### src/rtl/upsample2x_if.sv
// Pixel stream bundle for the 2x2 upsampler: input handshake, layer mode and output handshake.
// The bench drives the master side and the upsampler sits on the slave side.
interface upsample2x_if #(
    parameter int DW = 32
);
    logic                 state;
    logic                 ivalid;
    logic                 iready;
    logic signed [DW-1:0] din;
    logic                 ovalid;
    logic                 oready;
    logic signed [DW-1:0] dout;
    logic                 olast;

    modport master (
        output state, ivalid, din, oready,
        input  iready, ovalid, dout, olast
    );

    modport slave (
        input  state, ivalid, din, oready,
        output iready, ovalid, dout, olast
    );
endinterface

### src/rtl/upsample2x.sv
// Nearest-neighbour 2x2 upsampler. Each pooled row is emitted with every pixel doubled,
// then replayed once from the line buffer to double it vertically.
module upsample2x #(
    parameter int DW = 32,
    parameter int W0 = 12,
    parameter int W1 = 4
) (
    input  logic         clk,
    input  logic         rstn,
    upsample2x_if.slave  bus
);
    localparam int LBW = (W0 > W1) ? W0 : W1;

    typedef enum logic {LOAD, REPLAY} fsm_t;

    fsm_t                 fsm;
    logic [3:0]           icol;
    logic [3:0]           rcol;
    logic [3:0]           w;
    logic                 hold_vld;
    logic                 hold_last;
    logic                 dup;
    logic                 ovalid_q;
    logic                 olast_q;
    logic signed [DW-1:0] dout_q;
    logic signed [DW-1:0] linebuf [LBW];

    logic [3:0] w_sel;
    logic [3:0] w_cur;
    logic       is_last;
    logic       iready_c;
    logic       i_fire;
    logic       o_fire;

    // NOTE: combinational logic uses blocking '=' and assigns every output first, so no latch is inferred.
    always_comb begin
        w_sel    = bus.state ? 4'(W1) : 4'(W0);
        w_cur    = (icol == 4'd0) ? w_sel : w;
        is_last  = (icol == w_cur - 4'd1);
        // Once the last column is held, input stalls until the replay has finished.
        iready_c = (fsm == LOAD) && !hold_last && (!hold_vld || (dup && bus.oready));
        i_fire   = iready_c && bus.ivalid;
        o_fire   = ovalid_q && bus.oready;
    end

    assign bus.iready = iready_c;
    assign bus.ovalid = ovalid_q;
    assign bus.dout   = dout_q;
    assign bus.olast  = olast_q;

    // NOTE: the line buffer is pure storage and has no reset; stale words are never read before being rewritten.
    always_ff @(posedge clk) begin
        if (i_fire) begin
            linebuf[icol] <= bus.din;
        end
    end

    // NOTE: sequential state uses non-blocking '<=' so every register samples pre-edge values.
    always_ff @(posedge clk) begin
        if (!rstn) begin
            fsm       <= LOAD;
            icol      <= '0;
            rcol      <= '0;
            w         <= '0;
            hold_vld  <= 1'b0;
            hold_last <= 1'b0;
            dup       <= 1'b0;
            ovalid_q  <= 1'b0;
            olast_q   <= 1'b0;
            dout_q    <= '0;
        end else begin
            case (fsm)
                LOAD: begin
                    if (o_fire) begin
                        if (!dup) begin
                            dup     <= 1'b1;
                            olast_q <= hold_last;
                        end else begin
                            dup      <= 1'b0;
                            olast_q  <= 1'b0;
                            hold_vld <= 1'b0;
                            if (hold_last) begin
                                hold_last <= 1'b0;
                                fsm       <= REPLAY;
                                rcol      <= '0;
                                dout_q    <= linebuf[0];
                            end else begin
                                ovalid_q <= 1'b0;
                            end
                        end
                    end
                    // A new pixel may land on the same edge the hold register releases.
                    if (i_fire) begin
                        hold_vld  <= 1'b1;
                        hold_last <= is_last;
                        dout_q    <= bus.din;
                        ovalid_q  <= 1'b1;
                        dup       <= 1'b0;
                        olast_q   <= 1'b0;
                        icol      <= is_last ? 4'd0 : icol + 4'd1;
                        if (icol == 4'd0) begin
                            w <= w_sel;
                        end
                    end
                end
                REPLAY: begin
                    if (o_fire) begin
                        if (!dup) begin
                            dup     <= 1'b1;
                            olast_q <= (rcol == w - 4'd1);
                        end else begin
                            dup     <= 1'b0;
                            olast_q <= 1'b0;
                            if (rcol == w - 4'd1) begin
                                fsm      <= LOAD;
                                ovalid_q <= 1'b0;
                                rcol     <= '0;
                            end else begin
                                rcol   <= rcol + 4'd1;
                                dout_q <= linebuf[rcol + 4'd1];
                            end
                        end
                    end
                end
                default: fsm <= LOAD;
            endcase
        end
    end
endmodule

### src/flat_wrapper.sv
// flat-port wrapper written by rule: the top's interface ports become plain ports
module upsample2x_flat 
#(
    parameter int DW = 32,
    parameter int W0 = 12,
    parameter int W1 = 4
)
  (clk, rstn, bus_state, bus_ivalid, bus_din, bus_oready, bus_iready, bus_ovalid, bus_dout, bus_olast);
  upsample2x_if #(.DW(DW)) bus_i ();
  input  logic clk;
  input  logic rstn;
  input wire logic [$bits(bus_i.state)-1:0] bus_state;
  input wire logic [$bits(bus_i.ivalid)-1:0] bus_ivalid;
  input wire logic [$bits(bus_i.din)-1:0] bus_din;
  input wire logic [$bits(bus_i.oready)-1:0] bus_oready;
  output wire logic [$bits(bus_i.iready)-1:0] bus_iready;
  output wire logic [$bits(bus_i.ovalid)-1:0] bus_ovalid;
  output wire logic [$bits(bus_i.dout)-1:0] bus_dout;
  output wire logic [$bits(bus_i.olast)-1:0] bus_olast;
  assign bus_i.state = bus_state;
  assign bus_i.ivalid = bus_ivalid;
  assign bus_i.din = bus_din;
  assign bus_i.oready = bus_oready;
  assign bus_iready = bus_i.iready;
  assign bus_ovalid = bus_i.ovalid;
  assign bus_dout = bus_i.dout;
  assign bus_olast = bus_i.olast;
  upsample2x #(.DW(DW), .W0(W0), .W1(W1)) u_core (.clk(clk), .rstn(rstn), .bus(bus_i));
endmodule
### config.mk
export PLATFORM = sky130hd
export DESIGN_NAME = upsample2x_flat
export DESIGN_NICKNAME = d
export VERILOG_FILES = /design/src/rtl/upsample2x_if.sv /design/src/rtl/upsample2x.sv /design/src/flat_wrapper.sv
export SDC_FILE = /design/constraint.sdc
export NUM_CORES = 1
export LEC_CHECK = 0
export BUFFER_PORTS_ARGS = -buffer_cell sky130_fd_sc_hd__buf_2
export CAP_MARGIN = 20
export CORE_MARGIN = 2
export CORE_UTILIZATION = 50
export DETAILED_ROUTE_END_ITERATION = 7
export GPL_TIMING_DRIVEN = 0
export PLACE_DENSITY = 0.67
export SLEW_MARGIN = 20
export SYNTH_ARGS = -nofsm -noshare
export SYNTH_HDL_FRONTEND = slang
export SYNTH_SLANG_ARGS = --single-unit
### constraint.sdc
create_clock -name clk -period 5 [get_ports clk]
set_input_delay 1 -clock clk [delete_from_list [all_inputs] [get_ports clk]]
set_output_delay 1 -clock clk [all_outputs]
set_load 0.01 [all_outputs]
== Yosys cells after proc, flatten, opt, wreduce, memory -nomap -nowiden ==
Memories as Yosys holds them, arrays and structs flattened.
Index checks and enable logic that the tools add are counted.
Word-level totals
  word-level logic and storage cells: 96
  input bits: 37
  flip-flop bits (word level): 50
  ROM bits: 0
  latch bits: 0
  memories: 1
  output and inout bits: 35
  RAM bits: 384
Operators by class
  $mul: 0
  bitwise gates (word level): 1
  divide/modulo/power cells: 0
  $add $sub $neg: 4
  equal/unequal tests: 13
  reduce and logical (&&, ||, !) cells: 18
  shift-type cells: 0
  muxes and demuxes: 49
  magnitude comparators: 0
Memories
  u_core.linebuf: words 12, width 32, read ports 2, clocked after memory_dff 0, write ports 1, line upsample2x.sv:26  | logic signed [DW-1:0] linebuf [LBW];
Operator list (number)
  two-way mux 32 bit: 7
  one-hot mux 32 bit (2 select lines): 1
  two-way mux 4 bit: 9
  two-way mux 1 bit: 27
  AND reduction 6 bit: 2
  != test 3 x 1 -> 1 bit (second input constant): 3
  adder 4 x 1 -> 4 bit (second input constant): 2
  equality test 4 bit: 2
  != test 2 bit (second input constant): 4
  one-hot mux 1 bit (2 select lines): 4
  one-hot mux 4 bit (2 select lines): 1
  subtractor 4 x 1 -> 4 bit (second input constant): 2
  != test 2 x 1 -> 1 bit (second input constant): 3
  AND reduction 2 bit: 3
  logical AND 1 bit: 5
  AND reduction 5 bit: 1
  zero test 4 bit: 1
  nonzero test 2 bit: 2
  != test 3 bit (second input constant): 1
  AND reduction 3 bit: 1
  zero test 1 bit: 2
  logical OR 1 bit: 1
  NOT 1 bit: 1

== Depth between registers and ports, before layout ==
Gate-level depths: netlist of run 1.
  word-level depth: 6
  gate-level depth with buffers: 9
  gate-level depth less buffers: 9

== Least setup slack after synthesis of run 1 ==
No wires, ideal clock.
  path kind: input-to-reg
  start: input port bus_oready
  end: memory u_core.linebuf[4][0], enable pin
  library setup time: 0.468 ns
  slack: 0.307 ns
  buffers on the path: 2
  required time: 4.532 ns
  arrival: 4.225 ns
  cell stages on the path: 6
  path through: a21bo_1 -> and3_1 -> buf_2 -> clkbuf_1 -> nand2_1 -> nor3b_1
On the way
  cells in the longest elaborated chain, start to end: 6
Ends and longest elaborated chain
  start: declaration: line flat_wrapper.sv:15  | input wire logic [$bits(bus_i.oready)-1:0] bus_oready;
  logical AND 1 bit: line upsample2x.sv:41  | iready_c = (fsm == LOAD) && !hold_last && (!hold_vld || (dup && bus.oready));
  logical OR 1 bit: line upsample2x.sv:41
  logical AND 1 bit: line upsample2x.sv:41
  logical AND 1 bit: line upsample2x.sv:42  | i_fire = iready_c && bus.ivalid;
  two-way mux 1 bit: line upsample2x.sv:53  | if (i_fire) begin
  two-way mux 1 bit (implied by the code): line upsample2x.sv:54  | linebuf[icol] <= bus.din;
  end: declaration: line upsample2x.sv:26
No other way between the ends.

== Worst setup path in the final report of run 1 ==
  start: input port bus_oready
  end: memory u_core.linebuf[5][26], enable pin
The elaborated chain is that of the path after synthesis.

==> results of run 1 <==
==> sequential cells by signal, indices dropped and copies added, names as in the netlist <==
signal             count
u_core.hold_vld        1
u_core.hold_last       1
u_core.bus.dout       32
u_core.bus.ovalid      1
u_core.bus.olast       1
u_core.fsm             1
u_core.linebuf       384
u_core.icol            4
u_core.rcol            4
u_core.w               4
u_core.dup             1
==> synthesized netlist by cell type, drive strengths merged, types with 2 or more instances <==
| cell type | instances |
|---|---|
| a21boi | 3 |
| a21o | 2 |
| a21oi | 34 |
| a31oi | 32 |
| and2 | 3 |
| and3 | 8 |
| and4b | 4 |
| buf | 29 |
| clkbuf | 37 |
| dfxtp | 50 |
| edfxtp | 384 |
| ha | 7 |
| inv | 8 |
| mux4 | 96 |
| nand2 | 78 |
| nand3 | 39 |
| nand4 | 2 |
| nor2 | 6 |
| nor3 | 2 |
| nor3b | 38 |
| o211ai | 32 |
| o21ai | 41 |
| o41ai | 2 |
| xnor2 | 10 |
| xor2 | 5 |
==> layer usage <==
layer | routed length [microns] | global-route usage (%) | vias to the layer above
li1 | - | - | 4179
met1 | 17000 | 33.0 | 5048
met2 | 19700 | 37.7 | 453
met3 | 3170 | 3.62 | 52
met4 | 651 | 5.01 | 0
met5 | 0 | 0 | -
==> area by class of cell <==
cell class / count / area [sq um] / area share (%)
Antenna cell: 1 / 2.50 / 0.0126
Buffer: 66 / 319 / 1.60
Clock buffer: 65 / 1250 / 6.28
Clock inverter: 15 / 179 / 0.898
Inverter: 8 / 30.0 / 0.151
Multi-Input combinational cell: 458 / 4380 / 22.0
Sequential cell: 434 / 12500 / 62.9
Tap cell: 448 / 561 / 2.81
Timing Repair Buffer: 93 / 663 / 3.33
==> worst min-delay path by stage <==
| stage | startpoint | endpoint | slack (ns) | cells after the start |
|---|---|---|---|---|
| floorplan | u_core.hold_vld$_SDFFE_PN0P_ | u_core.hold_vld$_SDFFE_PN0P_ | 0.45 | 2 |
| global placement | u_core.hold_vld$_SDFFE_PN0P_ | u_core.hold_vld$_SDFFE_PN0P_ | 0.47 | 2 |
| detailed placement | u_core.bus.olast$_SDFFE_PN0P_ | u_core.bus.olast$_SDFFE_PN0P_ | 0.49 | 1 |
| CTS | u_core.bus.olast$_SDFFE_PN0P_ | u_core.bus.olast$_SDFFE_PN0P_ | 0.50 | 1 |
| global route | u_core.bus.olast$_SDFFE_PN0P_ | u_core.bus.olast$_SDFFE_PN0P_ | 0.54 | 1 |
| finish | u_core.bus.olast$_SDFFE_PN0P_ | u_core.bus.olast$_SDFFE_PN0P_ | 0.49 | 1 |
==> power by group through the flow <==
stage	logic (mW)	clock network, mW	registers (mW)
finish	0.340	3.25	4.06
detailed placement	0.339	0	4.14
CTS	0.340	3.28	4.06
global placement	0.324	0	4.14
floorplan	0.171	0	4.14
global route	0.370	3.43	4.07
==> worst max-delay path: stages <==
cell and delay (ns):
buf_2 0.12, a21bo_1 0.14, and3_1 0.15, buf_2 0.23, clkbuf_1 0.60, nand2_1 0.29, nor3b_2 0.72, buf_6 0.24
buf_6 0.16, buf_4 0.19
==> through the flow <==
stage	TNS (ns)	instance area [sq um]	worst slack, ns	hold WS [ns]
2_1_floorplan	0	17200	0.307	0.454
3_3_place_gp	-328.48	18100	-2.60	0.467
3_5_place_dp	0	18500	0.893	0.488
4_1_cts	0	19900	1.39	0.502
5_1_grt	0	19900	1.21	0.538
6_report	0	19900	1.35	0.494
==> logic make-up after synthesis <==
| family | after synthesis |
|---|---|
| AO/OA/AOI/OAI | 154 |
| buffers and inverters | 74 |
| adder cells (fa/ha/maj) | 7 |
| AND/OR/NAND/NOR | 185 |
| flip-flops | 434 |
| multiplexers | 96 |
| XOR/XNOR | 16 |
==> run summary, run 1 <==
outcome -> finished, final reports clean
DRC -> 0
Crit Path Class -> in -> reg
maximum vdd drop -> 0.305 mV
largest family of logic cells by synthesized area -> multiplexers
Worst R2R Path Depth -> 9
IO buf count -> 70
min Tclk post-route -> 3.65 ns
Post-synth top flop -> edfxtp_1
Post-synth EDFFs -> 384
post-route ant nets -> 0
register area share after synthesis -> 72.7%
Fmax achieved -> 274 MHz
syn nets -> 1010
commonest non-fill, non-tap cell in the layout -> edfxtp_1
Final Util -> 59.1%
XOR/XNOR share of the synthesized area -> 0.908%
Cells after Synth -> 966
dpl hpwl -> 25.9 mm
Worst-Skew Late Latency -> 0.53 ns
die width -> 190 microns
Rel. slew slack -> 27.7%
synthesized cell area -> 17200 sq um
Gate power share -> 4.4%
largest net degree at the start of global routing -> 36
Max-Cap Viols -> 0
Sw Share -> 20.6%
reg2reg end -> u_core.linebuf[5][26]$_DFFE_PP_
wire per inst -> 25.5 microns
most frequent cells in the layout -> edfxtp_1 (384), mux4_2 (96), buf_2 (91), nand2_1 (78), clkbuf_1 (52)
layout cell share with drive strength beyond 1 -> 26.0%
Pint -> 6.08 mW
Filler Cell Count -> 2530
H-tree depth -> 2
TritonCTS clock tree -> done
Leakage -> 6.50 nW
clk buf depth -> 3
beginning of the critical path -> bus_oready
WP data arrival -> 3.87 ns
Final Power -> 7.66 mW
Final Routed Wirelength -> 40.5 mm
Post-CTS Hold Fix Bufs -> 0
post-synth top area share -> 66.9%
worst r2r src -> u_core.hold_last$_SDFFE_PN0P_
FF-to-FF setup slack -> 1.51 ns
crit path max fanout -> 10
CP Capture Point -> u_core.linebuf[5][26]$_DFFE_PP_
Yosys top cell by area -> edfxtp_1
Ports -> 72
Synth warnings -> 0
Layout Cells excl Fill -> 1588
NetSw -> 1.57 mW
Die Ht -> 190 microns
Sink Count -> 434
Root Driver -> clkbuf_16
Pre-Repair DR Iteration Count -> 5
clk_skew -> 0.0138 ns
Die Area -> 36000 sq um
Final Net Count -> 1149
post_cts resized -> 0
Async SR Flop Fraction -> 0%
CP endpoint kind -> flop
Final period util -> 73.0%
clock power share -> 42.5%
Avg Cell Area, Syn -> 17.8 sq um
GRT Resource Usage Total -> 23.0%
gr ovfl total -> 0
GP Congestion -> 0.748
1st-iter DRT viols -> 1076
Reg clk slew, reported paths -> 0.06 ns
Reg power frac -> 53.1%
RSZ-0062 raised after global routing -> no
postcts setup bufs -> 0
mux contribution to synthesized area -> 12.5%
vias per inst -> 6.13
CTS Buf Count -> 44
final setup violation count -> 0
Initial Util -> 51.1%
placeable core area -> 33700 sq um
Synth Area in Compound Gates -> 5.61%
max-slew violations -> 0
Hold WC Path Type -> reg -> reg
via count -> 9732
flops & latches, synth -> 434
CP Data Required Time -> 5.23 ns
Pwr Density -> 384 nW/um^2
Worst setup SP type -> input pin
library cells used by synthesis -> 46
Synth Area in Simple Gates -> 5.67%
placed cell count -> 1507
Synth area leaders -> edfxtp_1 (67%), mux4_2 (13%), dfxtp_1 (5.8%)
vias in the first global route -> 9817
adder-cell share of the synthesized area -> 0.508%
Final Hold Fails -> 0
first-pass GRT wire length -> 60.9 mm
Area Overhead vs Synth -> 15.6%
row count -> 67
antenna violations before repair -> 1
Slew @ Worst Pin -> 1.08 ns
No activity file was read; power rests on OpenSTA's default activity.
==> run 2: changes to the inputs <==
--- a/config.mk
+++ b/config.mk
@@ -5,6 +5,7 @@
 export SDC_FILE = /design/constraint.sdc
 export NUM_CORES = 1
 export LEC_CHECK = 0
+export ABC_AREA = 1
 export BUFFER_PORTS_ARGS = -buffer_cell sky130_fd_sc_hd__buf_2
 export CAP_MARGIN = 20
 export CORE_MARGIN = 2
==> constraint.sdc (replaced) <==
create_clock -name clk -period 3.85 [get_ports clk]
set_input_delay 0.77 -clock clk [delete_from_list [all_inputs] [get_ports clk]]
set_output_delay 0.77 -clock clk [all_outputs]
set_load 0.01 [all_outputs]
==> run 2 against run 1 <==
Compared with the run above:
- clock-buffer cell count increased by 3
- routed wire length is 25% higher
- die area grew 9.3%
- sequential power rose by 31%
- sequential share of layout area is 5.4 points lower
- cell area grew 9.4%
- register-to-register slack worse by 0.57 ns
- sequential cell count unchanged
- critical endpoint is now u_core.linebuf[8][22]$_DFFE_PP_
==> run summary, run 2 <==
largest net degree at the start of global routing -> 18
Final Hold Fails -> 0
Async SR Flop Fraction -> 0%
Cells after Synth -> 1919
met1 Usage GRT -> 35.8%
wire per inst -> 19.2 microns
crit path max fanout -> 10
post_cts resized -> 0
placeable core area -> 37400 sq um
Commonest cells post-synth -> nand2_1 (592), edfxtp_1 (384), nand3_1 (305), inv_1 (217), nor2_1 (178)
max reg flops -> 384
gr ovfl total -> 0
Final period util -> 75.5%
Crit Path Class -> reg -> reg
gr busiest metal -> met2
worst setup margin -> 0.944 ns
post-route ant nets -> 0
outcome -> finished, final reports clean
FF/Latch Area -> 12500 sq um
Pwr Density -> 471 nW/um^2
Worst R2R Path Depth -> 8
final setup violation count -> 0
Synth warnings -> 0
GP Congestion -> 0.818
number of diodes -> 0
syn nets -> 1963
Die Area -> 39300 sq um
die width -> 198 microns
post-synth top area share -> 61.1%
maximum vdd drop -> 0.358 mV
Post-CTS Hold Fix Bufs -> 0
TNS Setup -> 0 ns
placed cell count -> 2542
most frequent cells in the layout -> nand2_1 (592), edfxtp_1 (384), nand3_1 (305), inv_1 (217), nor2_1 (175)
Place WS -> 0.570 ns
Rel. slew slack -> 38.3%
Pre-Repair DR Iteration Count -> 6
Slew @ Worst Pin -> 0.925 ns
max-slew violations -> 0
register area share after synthesis -> 66.4%
met2 usage -> 42.2%
H-tree depth -> 2
Post-synth EDFFs -> 384
Hold WC Path Type -> in -> reg
Avg Cell Area, Syn -> 9.84 sq um
clk buf depth -> 3
Filler Cell Count -> 3107
met3 Track Usage GR -> 3.88%
vias in the first global route -> 13300
WP data arrival -> 3.16 ns
GRT Resource Usage Total -> 26.2%
Worst-Skew Late Latency -> 0.56 ns
Synth area leaders -> edfxtp_1 (61%), nand2_1 (12%), nand3_1 (8.1%)
Final Routed Wirelength -> 50.5 mm
CP Data Required Time -> 4.10 ns
via count -> 14000
synthesized cell area -> 18900 sq um
Reg clk slew, reported paths -> 0.06 ns
Layout Cells excl Fill -> 2626
DRC -> 0
WHS Path Cells -> 2
dpl hpwl -> 34.2 mm
Fmax achieved -> 344 MHz
Final Power -> 10.3 mW
min Tclk post-route -> 2.91 ns
commonest non-fill, non-tap cell in the layout -> nand2_1
postcts setup bufs -> 0
Final Net Count -> 2123
vias per inst -> 5.33
first-pass GRT wire length -> 76.4 mm
layout cell share with drive strength beyond 1 -> 13.0%
count leader, synth -> nand2_1
Post-synth top flop -> edfxtp_1
HP Start -> bus_state
Root Driver -> clkbuf_16
clk_skew -> 0.0167 ns
CP endpoint kind -> flop
library cells used by synthesis -> 32
Initial Util -> 50.5%
TritonCTS clock tree -> done
Yosys top cell by area -> edfxtp_1
Max-Cap Viols -> 0
Largest Register -> u_core.linebuf
Final Util -> 58.2%
1st-iter DRT viols -> 1347
Die Ht -> 198 microns
flops & latches, synth -> 434
row count -> 71
worst r2r src -> u_core.dup$_SDFF_PN0_
RSZ-0062 raised after global routing -> no
Worst setup SP type -> flop
Leakage -> 9.16 nW
Hold EP -> u_core.w[3]$_SDFFE_PN0P_
FF-to-FF setup slack -> 0.94 ns
area of the multi-input gates -> 5060 sq um
antenna violations before repair -> 0
IO buf count -> 71
Area Overhead vs Synth -> 15.4%
Ports -> 72
reg2reg end -> u_core.linebuf[8][22]$_DFFE_PP_
Sink Count -> 434
CTS Buf Count -> 46
-- run 2: cell count changes in the layout (fill, tap and decap cells not counted), sizes merged, moves of 10 or more --
cell,change
a31oi,-31
buf,+66
clkbuf,-10
inv,+214
mux4,-96
nand2,+516
nand3,+268
nor2,+175
nor3b,-38
o211ai,-32
o21ai,-36
-- run 2: critical path, cell delays in order, from the launching register on --
cell     delay (ns)
dfxtp_1        0.42
nand2_1        0.10
nand2_2        0.09
nand3_4        0.18
buf_2          0.26
buf_1          0.31
nor3_2         0.69
buf_4          0.32
buf_4          0.21
-- run 2: power breakdown --
part,internal [mW],total (mW),switching (mW)
logic,0.231,0.724,0.492
clock network,2.45,4.21,1.76
registers,5.26,5.32,0.0594
total,7.94,10.3,2.31
-- run 2: cell type report --
type                            instances  share of cell area, %
Sequential cell                       434                   57.5
Multi-Input combinational cell       1162                   23.2
Clock buffer                           68                   6.28
Inverter                              223                   3.84
Timing Repair Buffer                  112                   3.46
Tap cell                              511                   2.94
Buffer                                100                   2.36
Clock inverter                         16                  0.345
-- run 2: logic make-up after synthesis --
kind of cell	share of synthesized area [%]
and+or+nand+nor	24.2
adders and majority gates	0.464
AOI/OAI and AO/OA	1.35
buffers and inverters	7.16
DFF	66.4
xor gates and xnor gates	0.451
-- run 2: worst max-delay path by stage --
stage	slack, ns	endpoint	from	depth (start not counted)
after floorplan	-0.20	u_core.linebuf[1][0]$_DFFE_PP_	bus_oready	6
after global placement	-3.05	u_core.linebuf[10][21]$_DFFE_PP_	bus_oready	7
after detailed placement	0.57	u_core.linebuf[8][21]$_DFFE_PP_	bus_oready	9
after CTS	0.98	u_core.linebuf[5][17]$_DFFE_PP_	u_core.dup$_SDFF_PN0_	8
after global routing	0.82	u_core.linebuf[5][17]$_DFFE_PP_	u_core.dup$_SDFF_PN0_	8
final	0.94	u_core.linebuf[8][22]$_DFFE_PP_	u_core.dup$_SDFF_PN0_	8
-- run 2: metrics by stage --
step,instance area [sq um],hold WS (ns)
after global routing,21800,0.429
after global placement,19900,0.466
after floorplan,18900,0.451
after CTS,21800,0.414
after detailed placement,20300,0.481
final,21800,0.430
-- run 2: per-layer routing --
metal	vias to the layer above	share of wire, %
met1	6577	40
met5	-	0
li1	6596	-
met2	699	46
met4	0	3.8
met3	125	9.6
==> run 3: changes to the inputs <==
--- a/config.mk
+++ b/config.mk
@@ -12,7 +12,7 @@
 export CORE_UTILIZATION = 50
 export DETAILED_ROUTE_END_ITERATION = 7
 export GPL_TIMING_DRIVEN = 0
-export PLACE_DENSITY = 0.67
+export PLACE_DENSITY = 0.69
 export SLEW_MARGIN = 20
 export SYNTH_ARGS = -nofsm -noshare
 export SYNTH_HDL_FRONTEND = slang
==> constraint.sdc (replaced) <==
create_clock -name clk -period 2.4 [get_ports clk]
set_input_delay 0.48 -clock clk [delete_from_list [all_inputs] [get_ports clk]]
set_output_delay 0.48 -clock clk [all_outputs]
set_load 0.01 [all_outputs]
==> run 3 against run 2 <==
Compared with the run above:
- global-route usage grew 0.082 points
- combinational power grew 66%
- fmax grew 27%
- sequential cell count is the same
- register-to-register slack lost 0.84 ns
- die area is the same
- sequential power grew 61%
- cell area grew 1.4%
- routed wire length shrank 0.50%
- largest power group unchanged
==> run summary, run 3 (same netlist as run 2, synthesis figures left out) <==
Die Area -> 39300 sq um
via count -> 13800
outcome -> finished, final reports clean
worst r2r src -> u_core.rcol[1]$_SDFFE_PN0P_
Slew @ Worst Pin -> 0.892 ns
Final Hold Fails -> 0
Final Routed Wirelength -> 50.2 mm
HP Start -> bus_state
Buf/Inv on CP -> 4
Sink Count -> 434
first-pass GRT wire length -> 76.9 mm
clk buf depth -> 3
crit-path cells -> ha_1 > clkbuf_4 > inv_4 > buf_4 > buf_4 > nand3_1 > nand3_1 > nand3_1 > nand2_1 > nand2_1 > nor2_1 > nor2_1
antenna violations before repair -> 0
H-tree depth -> 2
CP endpoint kind -> flop
Crit Path Class -> reg -> reg
gr ovfl total -> 0
Ports -> 72
maximum vdd drop -> 0.570 mV
wire per inst -> 19.1 microns
max-slew violations -> 0
Final Cell Area -> 22100 sq um
Reg clk slew, reported paths -> 0.06 ns
Final Power -> 16.4 mW
Worst-Skew Late Latency -> 0.57 ns
Final period util -> 95.6%
dpl hpwl -> 33.7 mm
FF-to-FF setup slack -> 0.10 ns
GRT Resource Usage Total -> 26.2%
Hold WC Path Type -> in -> reg
commonest non-fill, non-tap cell in the layout -> nand2_1
Root Driver -> clkbuf_16
delay-heaviest family, CP -> buffers and inverters
Final Net Count -> 2126
Pwr Density -> 740 nW/um^2
slowest stage delay, CP -> 0.35 ns
vias per inst -> 5.27
largest net degree at the start of global routing -> 20
post-route ant nets -> 0
Worst setup SP type -> flop
Filler Cell Count -> 3052
placeable core area -> 37400 sq um
CTS Buf Count -> 44
Pre-Repair DR Iteration Count -> 6
Die Ht -> 198 microns
TNS Setup -> 0 ns
IO buf count -> 71
RSZ-0062 raised after global routing -> no
final setup violation count -> 0
placed cell count -> 2523
Fmax achieved -> 436 MHz
Max-Cap Viols -> 0
Layout Cells excl Fill -> 2629
WP data arrival -> 2.75 ns
number of diodes -> 0
Post-DP Area -> 20400 sq um
vias in the first global route -> 13400
DRC -> 0
Rel. slew slack -> 40.6%
row count -> 71
Initial Util -> 50.5%
min Tclk post-route -> 2.30 ns
clk_skew -> 0.0179 ns
beginning of the critical path -> u_core.rcol[1]$_SDFFE_PN0P_
Largest Register -> u_core.linebuf
Leakage -> 9.32 nW
layout cell share with drive strength beyond 1 -> 13.7%
1st-iter DRT viols -> 1401
CP max-delay cell -> dfxtp_2
crit-path most repeated cell -> nand3_1
max reg flops -> 384
Area Overhead vs Synth -> 17.0%
crit path max fanout -> 10
most frequent cells in the layout -> nand2_1 (592), edfxtp_1 (384), nand3_1 (304), inv_1 (217), nor2_1 (174)
CP Data Required Time -> 2.85 ns
die width -> 198 microns
TritonCTS clock tree -> done
GP Congestion -> 0.832
[run 3: layer usage]
layer / track usage (%) / vias to the layer above / part of all wire (%)
met4: 10.3 / 0 / 3.4
met1: 34.4 / 6550 / 41
li1: - / 6601 / -
met5: 0 / - / 0
met3: 5.14 / 96 / 8.7
met2: 43.2 / 596 / 47
[run 3: worst paths after layout]
kind / end / cells after the start
hold / removal: u_core.w[3]$_SDFFE_PN0P_ / 2
hold reg to reg: u_core.hold_vld$_SDFFE_PN0P_ / 2
setup / recovery: u_core.bus.dout[15]$_SDFFE_PN0P_ / 12
setup reg to reg: u_core.bus.dout[15]$_SDFFE_PN0P_ / 12
[run 3: where the power goes]
part | leakage (nW) | internal, mW | switching (mW) | total (mW)
Combinational | 4.76 | 0.378 | 0.821 | 1.20
Sequential | 3.88 | 8.44 | 0.0975 | 8.54
Clock | 0.678 | 3.80 | 2.81 | 6.61
Total | 9.32 | 12.6 | 3.73 | 16.4
[run 3: through the flow]
stage	setup slack, ns	util (%)	hold WS, ns
finish	0.105	59.1	0.157
global placement	-1.92	53.4	0.467
detailed placement	-0.256	54.5	0.471
CTS	0.00154	58.8	0.137
floorplan	-0.309	-	0.451
global route	0.00480	59.1	0.149
[run 3: what timing repair did]
item                       4_1_cts  5_1_grt
setup endpoints to repair      125      103
pin swaps                        6        3
hold buffers                     0        0
resized for setup                8       15
setup buffers                   18        6
[run 3: cell type report]
type	count	area (sq um)	share of cell area (%)
Sequential cell	434	12500	56.8
Inverter	223	840	3.80
Buffer	100	548	2.48
Clock buffer	68	1280	5.81
Multi-Input combinational cell	1162	5120	23.2
Timing Repair Buffer	117	1010	4.58
Tap cell	511	639	2.89
Clock inverter	14	104	0.470
